--- src/rtl/ram_stack_ctrl.sv ---
// ram_stack_ctrl: LIFO stack controller driving a single-port RAM with combinational read.
// Optional feature macro: STACK_ERR_STICKY_EN (OVF/UDF stay set until RST instead of pulsing).
module ram_stack_ctrl #(
    parameter int ADDR_WIDTH = 8,
    parameter int WIDTH      = 8
) (
    input  logic                  CLK,
    input  logic                  RST,
    input  logic                  PUSH,
    input  logic                  POP,
    input  logic [WIDTH-1:0]      DIN,
    output logic [WIDTH-1:0]      DOUT,
    output logic                  VALID,
    output logic                  FULL,
    output logic                  EMPTY,
    output logic [ADDR_WIDTH:0]   COUNT,
    output logic                  OVF,
    output logic                  UDF,
    output logic                  RAM_CE,
    output logic [ADDR_WIDTH-1:0] RAM_ADDR,
    output logic [WIDTH-1:0]      RAM_DIN,
    input  logic [WIDTH-1:0]      RAM_DOUT
);
    localparam logic [ADDR_WIDTH:0] DEPTH = {1'b1, {ADDR_WIDTH{1'b0}}};
    localparam logic [ADDR_WIDTH:0] ONE   = {{ADDR_WIDTH{1'b0}}, 1'b1};

    logic [ADDR_WIDTH:0] sp_q, sp_d;
    logic [WIDTH-1:0]    dout_q, dout_d;
    logic                valid_q, valid_d;
    logic                ovf_q, ovf_d;
    logic                udf_q, udf_d;
    logic [ADDR_WIDTH:0] sp_top;
    logic                full, empty;
    logic                do_push, do_pop, do_replace, do_seed;
    logic                ovf_ev, udf_ev;

    // Status flags and operation decode, all combinational from SP and the strobes
    always_comb begin
        full       = (sp_q == DEPTH);
        empty      = (sp_q == '0);
        sp_top     = sp_q - ONE;
        do_replace = PUSH && POP && !empty;
        do_seed    = PUSH && POP && empty;
        do_push    = PUSH && !POP && !full;
        do_pop     = POP && !PUSH && !empty;
        ovf_ev     = PUSH && !POP && full;
        udf_ev     = POP && empty;
    end

    // RAM interface: write at SP for pushes, address the top entry otherwise (0 when empty)
    always_comb begin
        RAM_CE   = !RST && (do_push || do_seed || do_replace);
        RAM_ADDR = (do_push || do_seed || ovf_ev) ? sp_q[ADDR_WIDTH-1:0] :
                   empty ? '0 : sp_top[ADDR_WIDTH-1:0];
        RAM_DIN  = DIN;
    end

    // Next-state: pointer moves on push/pop, DOUT captures the old top on pop or replace
    always_comb begin
        sp_d    = (do_push || do_seed) ? sp_q + ONE : do_pop ? sp_top : sp_q;
        dout_d  = (do_pop || do_replace) ? RAM_DOUT : dout_q;
        valid_d = do_pop || do_replace;
`ifdef STACK_ERR_STICKY_EN
        ovf_d   = ovf_q || ovf_ev;
        udf_d   = udf_q || udf_ev;
`else
        ovf_d   = ovf_ev;
        udf_d   = udf_ev;
`endif
    end

    // State registers with synchronous reset; RAM contents are left untouched
    always_ff @(posedge CLK) begin
        if (RST) begin
            sp_q    <= '0;
            dout_q  <= '0;
            valid_q <= 1'b0;
            ovf_q   <= 1'b0;
            udf_q   <= 1'b0;
        end else begin
            sp_q    <= sp_d;
            dout_q  <= dout_d;
            valid_q <= valid_d;
            ovf_q   <= ovf_d;
            udf_q   <= udf_d;
        end
    end

    assign DOUT  = dout_q;
    assign VALID = valid_q;
    assign OVF   = ovf_q;
    assign UDF   = udf_q;
    assign FULL  = full;
    assign EMPTY = empty;
    assign COUNT = sp_q;
endmodule

--- config.mk ---
export PLATFORM = sky130hd
export DESIGN_NAME = ram_stack_ctrl
export DESIGN_NICKNAME = d
export VERILOG_FILES = /design/src/rtl/ram_stack_ctrl.sv
export SDC_FILE = /design/constraint.sdc
export NUM_CORES = 1
export LEC_CHECK = 0
export ABC_AREA = 0
export CORE_ASPECT_RATIO = 1.75
export CORE_MARGIN = 2
export CORE_UTILIZATION = 41
export CTS_CLUSTER_DIAMETER = 100
export DETAILED_ROUTE_END_ITERATION = 8
export PLACE_DENSITY_LB_ADDON = 0.25
export SLEW_MARGIN = 30
export SYNTH_ARGS = -nofsm -noshare
export SYNTH_HDL_FRONTEND = slang
export SYNTH_SLANG_ARGS = --single-unit
--- constraint.sdc ---
create_clock -name CLK -period 3.92 [get_ports CLK]
set_input_delay 1.176 -clock CLK [delete_from_list [all_inputs] [get_ports CLK]]
set_output_delay 1.176 -clock CLK [all_outputs]
set_load 0.01 [all_outputs]
## Yosys cells after proc, flatten, opt, wreduce, memory -nomap -nowiden

Cells that the tools add are included.

- Add/sub/neg operators: 2
- Equality and inequality tests: 1
- Multiplexer cells: 4
- Reduce and logical (&&, ||, !) cells: 21

Operators by type and width:

| operator | count |
|---|---|
| 9-bit 2-to-1 mux | 2 |
| 8-bit 2-to-1 mux | 2 |
| 1-bit logical AND | 10 |
| 9-bit by 1-bit adder with 9-bit output, second input constant | 1 |
| 9-bit equality test, second input constant | 1 |
| 9-bit zero test | 1 |
| 9-bit by 1-bit subtractor with 9-bit output, second input constant | 1 |
| 1-bit zero test | 5 |
| 1-bit logical OR | 4 |
| 2-bit nonzero test | 1 |

- Flip-flop bits (word level): 20
- Input bits: 20
- Output and inout bits: 39
- Word-level logic and storage cells: 33

## Longest topological paths before layout

- Depth after elaboration: 6
- Gate-level depth with buffers: 8
- Mapped depth without buffers: 8

## Worst setup path after synthesis

No wires, ideal clock.

- Kind: register to output
- Start: reg sp_q[0], in the netlist COUNT[0]
- End: out RAM_ADDR[2]
- Arrival: 2064 ps
- Data required time: 2744 ps
- Slack: 680 ps
- Stages on the path, launching flop included: 9
- Path buffers: 0
- Cells stage by stage: dfxtp_1 inv_1 ha_1 or4b_4 or3_4 inv_1 nor2_1 a21oi_1 a31oi_1

- Elaborated cells on any way between the ends: 11
- Classes of those cells: add/sub: 1; eq/ne: 1; mux: 2; reduce/logical: 7

RTL lines:

| what | line | source |
|---|---|---|
| start: declaration | 27 | `logic [ADDR_WIDTH:0] sp_q, sp_d;` |
| start signal: assignment | 81 | `sp_q <= sp_d;` |
| 9-bit zero test * | 40 | `empty = (sp_q == '0);` |
| net EMPTY | 15 | `output logic EMPTY,` |
| 1-bit logical AND | 43 | `do_seed = PUSH && POP && empty;` |
| 1-bit logical OR (2 in a row) | 53 | `RAM_ADDR = (do_push \|\| do_seed \|\| ovf_ev) ? sp_q[ADDR_WIDTH-1:0] :` |
| 8-bit 2-to-1 mux * | 53 |  |
| end: declaration | 20 | `output logic [ADDR_WIDTH-1:0] RAM_ADDR,` |

Mark *: on every way through the listed nets, which the timed path passes. The rest lies on a longest branch.

## Worst setup path in the final report

- Start: in PUSH
- End: out RAM_CE

- Longest elaborated chain between the ends: 5
- Elaborated cells on any way between the ends: 8
- Classes of those cells: reduce/logical: 8

Ends and longest elaborated chain:

| what | line | source |
|---|---|---|
| start: declaration | 9 | `input logic PUSH,` |
| 1-bit logical AND (on tied branches) | 44, 42, 43 |  |
| 1-bit logical AND (on tied branches) | 44, 43 |  |
| 1-bit logical OR | 52 | `RAM_CE = !RST && (do_push \|\| do_seed \|\| do_replace);` |
| 1-bit logical OR * | 52 |  |
| 1-bit logical AND * | 52 |  |
| end: declaration | 19 | `output logic RAM_CE,` |

Every way passes the cells marked *; elsewhere a longest branch is shown, timed or not.

==> out/results.ini <==
[timing]
period_needed_ns = 3.84
worst_slew_pin_slew_ns = 0.608
setup_viol = 0
slew_headroom_pct = 58.9
fin_skew_ns = 0.00397
hold_viol = 0
fin_crit_sh_pct = 97.9
fmax_mhz = 261
rsz0062_at_grt = false
fin_ws_ns = 0.0830
hold-worst-slack_ns = 0.455
report.final.slew_viol_count = 0

[placement]
gp_congestion = 0.877
place_hpwl_um = 2950
place_ws_ns = -0.215
dp_cells = 228
port_buffers = 42

[finish]
final_cell_mix = clkdlybuf4s50_1, dfxtp_1, buf_4
final_common_cell = clkdlybuf4s50_1
fin_cells = 233
drive_gt1_share_pct = 14.6
n_fill_cell = 274
nNetsFinal = 229
antenna_cells = 0
area_growth_pct = 40.8

[power]
power.density_nw_per_um2 = 927
p_total_mw = 1.66
p_leak_nw = 0.722
peakVddDrop_v = 0.000448

[routing]
drc = 0
vias = 1331
ant_nets = 0
drtPass1Iterations = 4
routedWlPerCell_um = 16.3
drt_iter0_drc = 30
routed_wl_um = 3810
via_per_inst = 5.71

[setup_path]
cp_common_cell = clkdlybuf4s50_1
critPathSlowestCell = clkdlybuf4s50_1
arrival_ns = 2.66
worstSetupPathType = primary input to output port
max_stage_delay_ns = 0.57
critPathMaxFanout = 5
crit_chain = clkdlybuf4s50_1 > buf_4 > nor3b_1 > clkdlybuf4s50_1
end_kind = output port
crit_required_ns = 2.74
critPathLaunchType = primary input

[clock_network]
cts_hold_buf = 0
cts-root-buf = clkbuf_8
cts_tree = built
cts_buffer_depth = 2
clk_latency_ns = 0.25
cts.htree.levels = 1
cts-buffers-inserted = 3
cts.sinks = 20
path_clk_slew_ns = 0.07

[yosys]
synth_edf_count = 0
ys_ff_latch = 20
synth_cells = 160
ys.flop_type = dfxtp_1
synth_cell_types = 44
yosysSeqAreaShare_pct = 31.5
ys_warn_count = 0
async_flop_share_pct = 0
syn_nets = 182
syn_area_um2 = 1270
syn_area_per_cell_um2 = 7.94

[global_routing]
overflow = 0
grt_pass1_vias = 1276
antenna_found_initial = 0
grt_pass1_wl_um = 6070
grt_start_max_net_pins = 23
grt.total_usage_pct = 22.6

[floorplanning]
rows = 26
core_um2 = 2930
start_util_pct = 43.4
die_h_um = 77.6
ioPinCount = 59
fp.dieW_um = 46.1
dieArea_um2 = 3580

[run_status]
status = completed

[hold_path]
holdCritPathClass = flop to flop

[flow_run]
cap_violations = 0

state kept, by name (all words and copies together) (netlist names):
signal and count:
VALID 1, DOUT 8, OVF 1, UDF 1
COUNT 9
cell families (layout without fill, tap and decap cells):
group           Yosys count  after routing  share of synthesized area [%]
buf+inv                  23             68                           10.1
xor+xnor                  6              6                           4.14
compound gates           43             43                           24.2
simple gates             65             65                           27.1
mux                       1              1                          0.887
fa+ha+maj                 2              2                           1.97
flops                    20             20                           31.5
worst max-delay path, delay by kind of cell:
| kind | cells | cell delay, ns |
|---|---|---|
| buffers and inverters | 3 | 1.29 |
| and+or+nand+nor | 1 | 0.19 |
report_power, final:
part | switching (mW) | internal (mW)
sequential | 0.0564 | 0.266
clock | 0.0639 | 0.0683
combinational | 0.619 | 0.584
total | 0.740 | 0.918
path summary, 6_finish.rpt:
path / start / end / cells past startpoint / slack (ns)
max reg2reg: COUNT[1] / COUNT[5] / 8 / 1.44
max: PUSH / RAM_CE / 4 / 0.08
min: DOUT[2] / DOUT[2] / 2 / 0.45
min reg2reg: DOUT[2] / DOUT[2] / 2 / 0.45
timing repair:
action,in CTS,in global routing
endpoints found under the hold margin,0,0
gates cloned,0,0
resized for setup,7,2
setup buffers,0,2
setup endpoints to repair,7,2
per-stage QoR:
stage          area (um2)  utilization (%)  setup TNS [ns]
2_1_floorplan        1270                -               0
3_3_place_gp         1730             59.1          -0.504
3_5_place_dp         1730             59.1          -0.730
4_1_cts              1770             60.4               0
5_1_grt              1790             61.1               0
6_report             1790             61.1               0
area by class of cell:
cell class	count	area, um2	area share [%]
Tap cell	28	35.0	1.96
Multi-Input combinational cell	117	743	41.6
Sequential cell	20	400	22.4
Clock buffer	3	41.3	2.31
Timing Repair Buffer	59	546	30.5
Inverter	6	22.5	1.26
layer usage:
layer	share of wire (%)	vias to the layer above	GRT usage, %
li1	-	655	-
met1	35	617	24.5
met2	57	53	42.4
met3	6.1	6	3.02
met4	1.2	0	5.43
met5	0	-	0
synth_stat cells (all sizes together), types with 2 or more instances:
library cell | instances | share of area, %
a21oi | 16 | 6.3
ha | 2 | 2.0
nor3 | 4 | 2.0
clkbuf | 4 | 1.2
or3 | 6 | 3.3
xnor2 | 4 | 2.8
nor2b | 3 | 1.5
nor2 | 10 | 3.0
o32ai | 2 | 1.4
nor3b | 4 | 2.4
inv | 6 | 1.8
o2bb2ai | 4 | 2.8
xor2 | 2 | 1.4
o22ai | 2 | 0.99
a31oi | 4 | 2.5
dfxtp | 20 | 32
nand2 | 18 | 5.7
o21ai | 5 | 2.9
buf | 13 | 7.2
nand3 | 14 | 5.5
(Power assumes the default switching activity.)
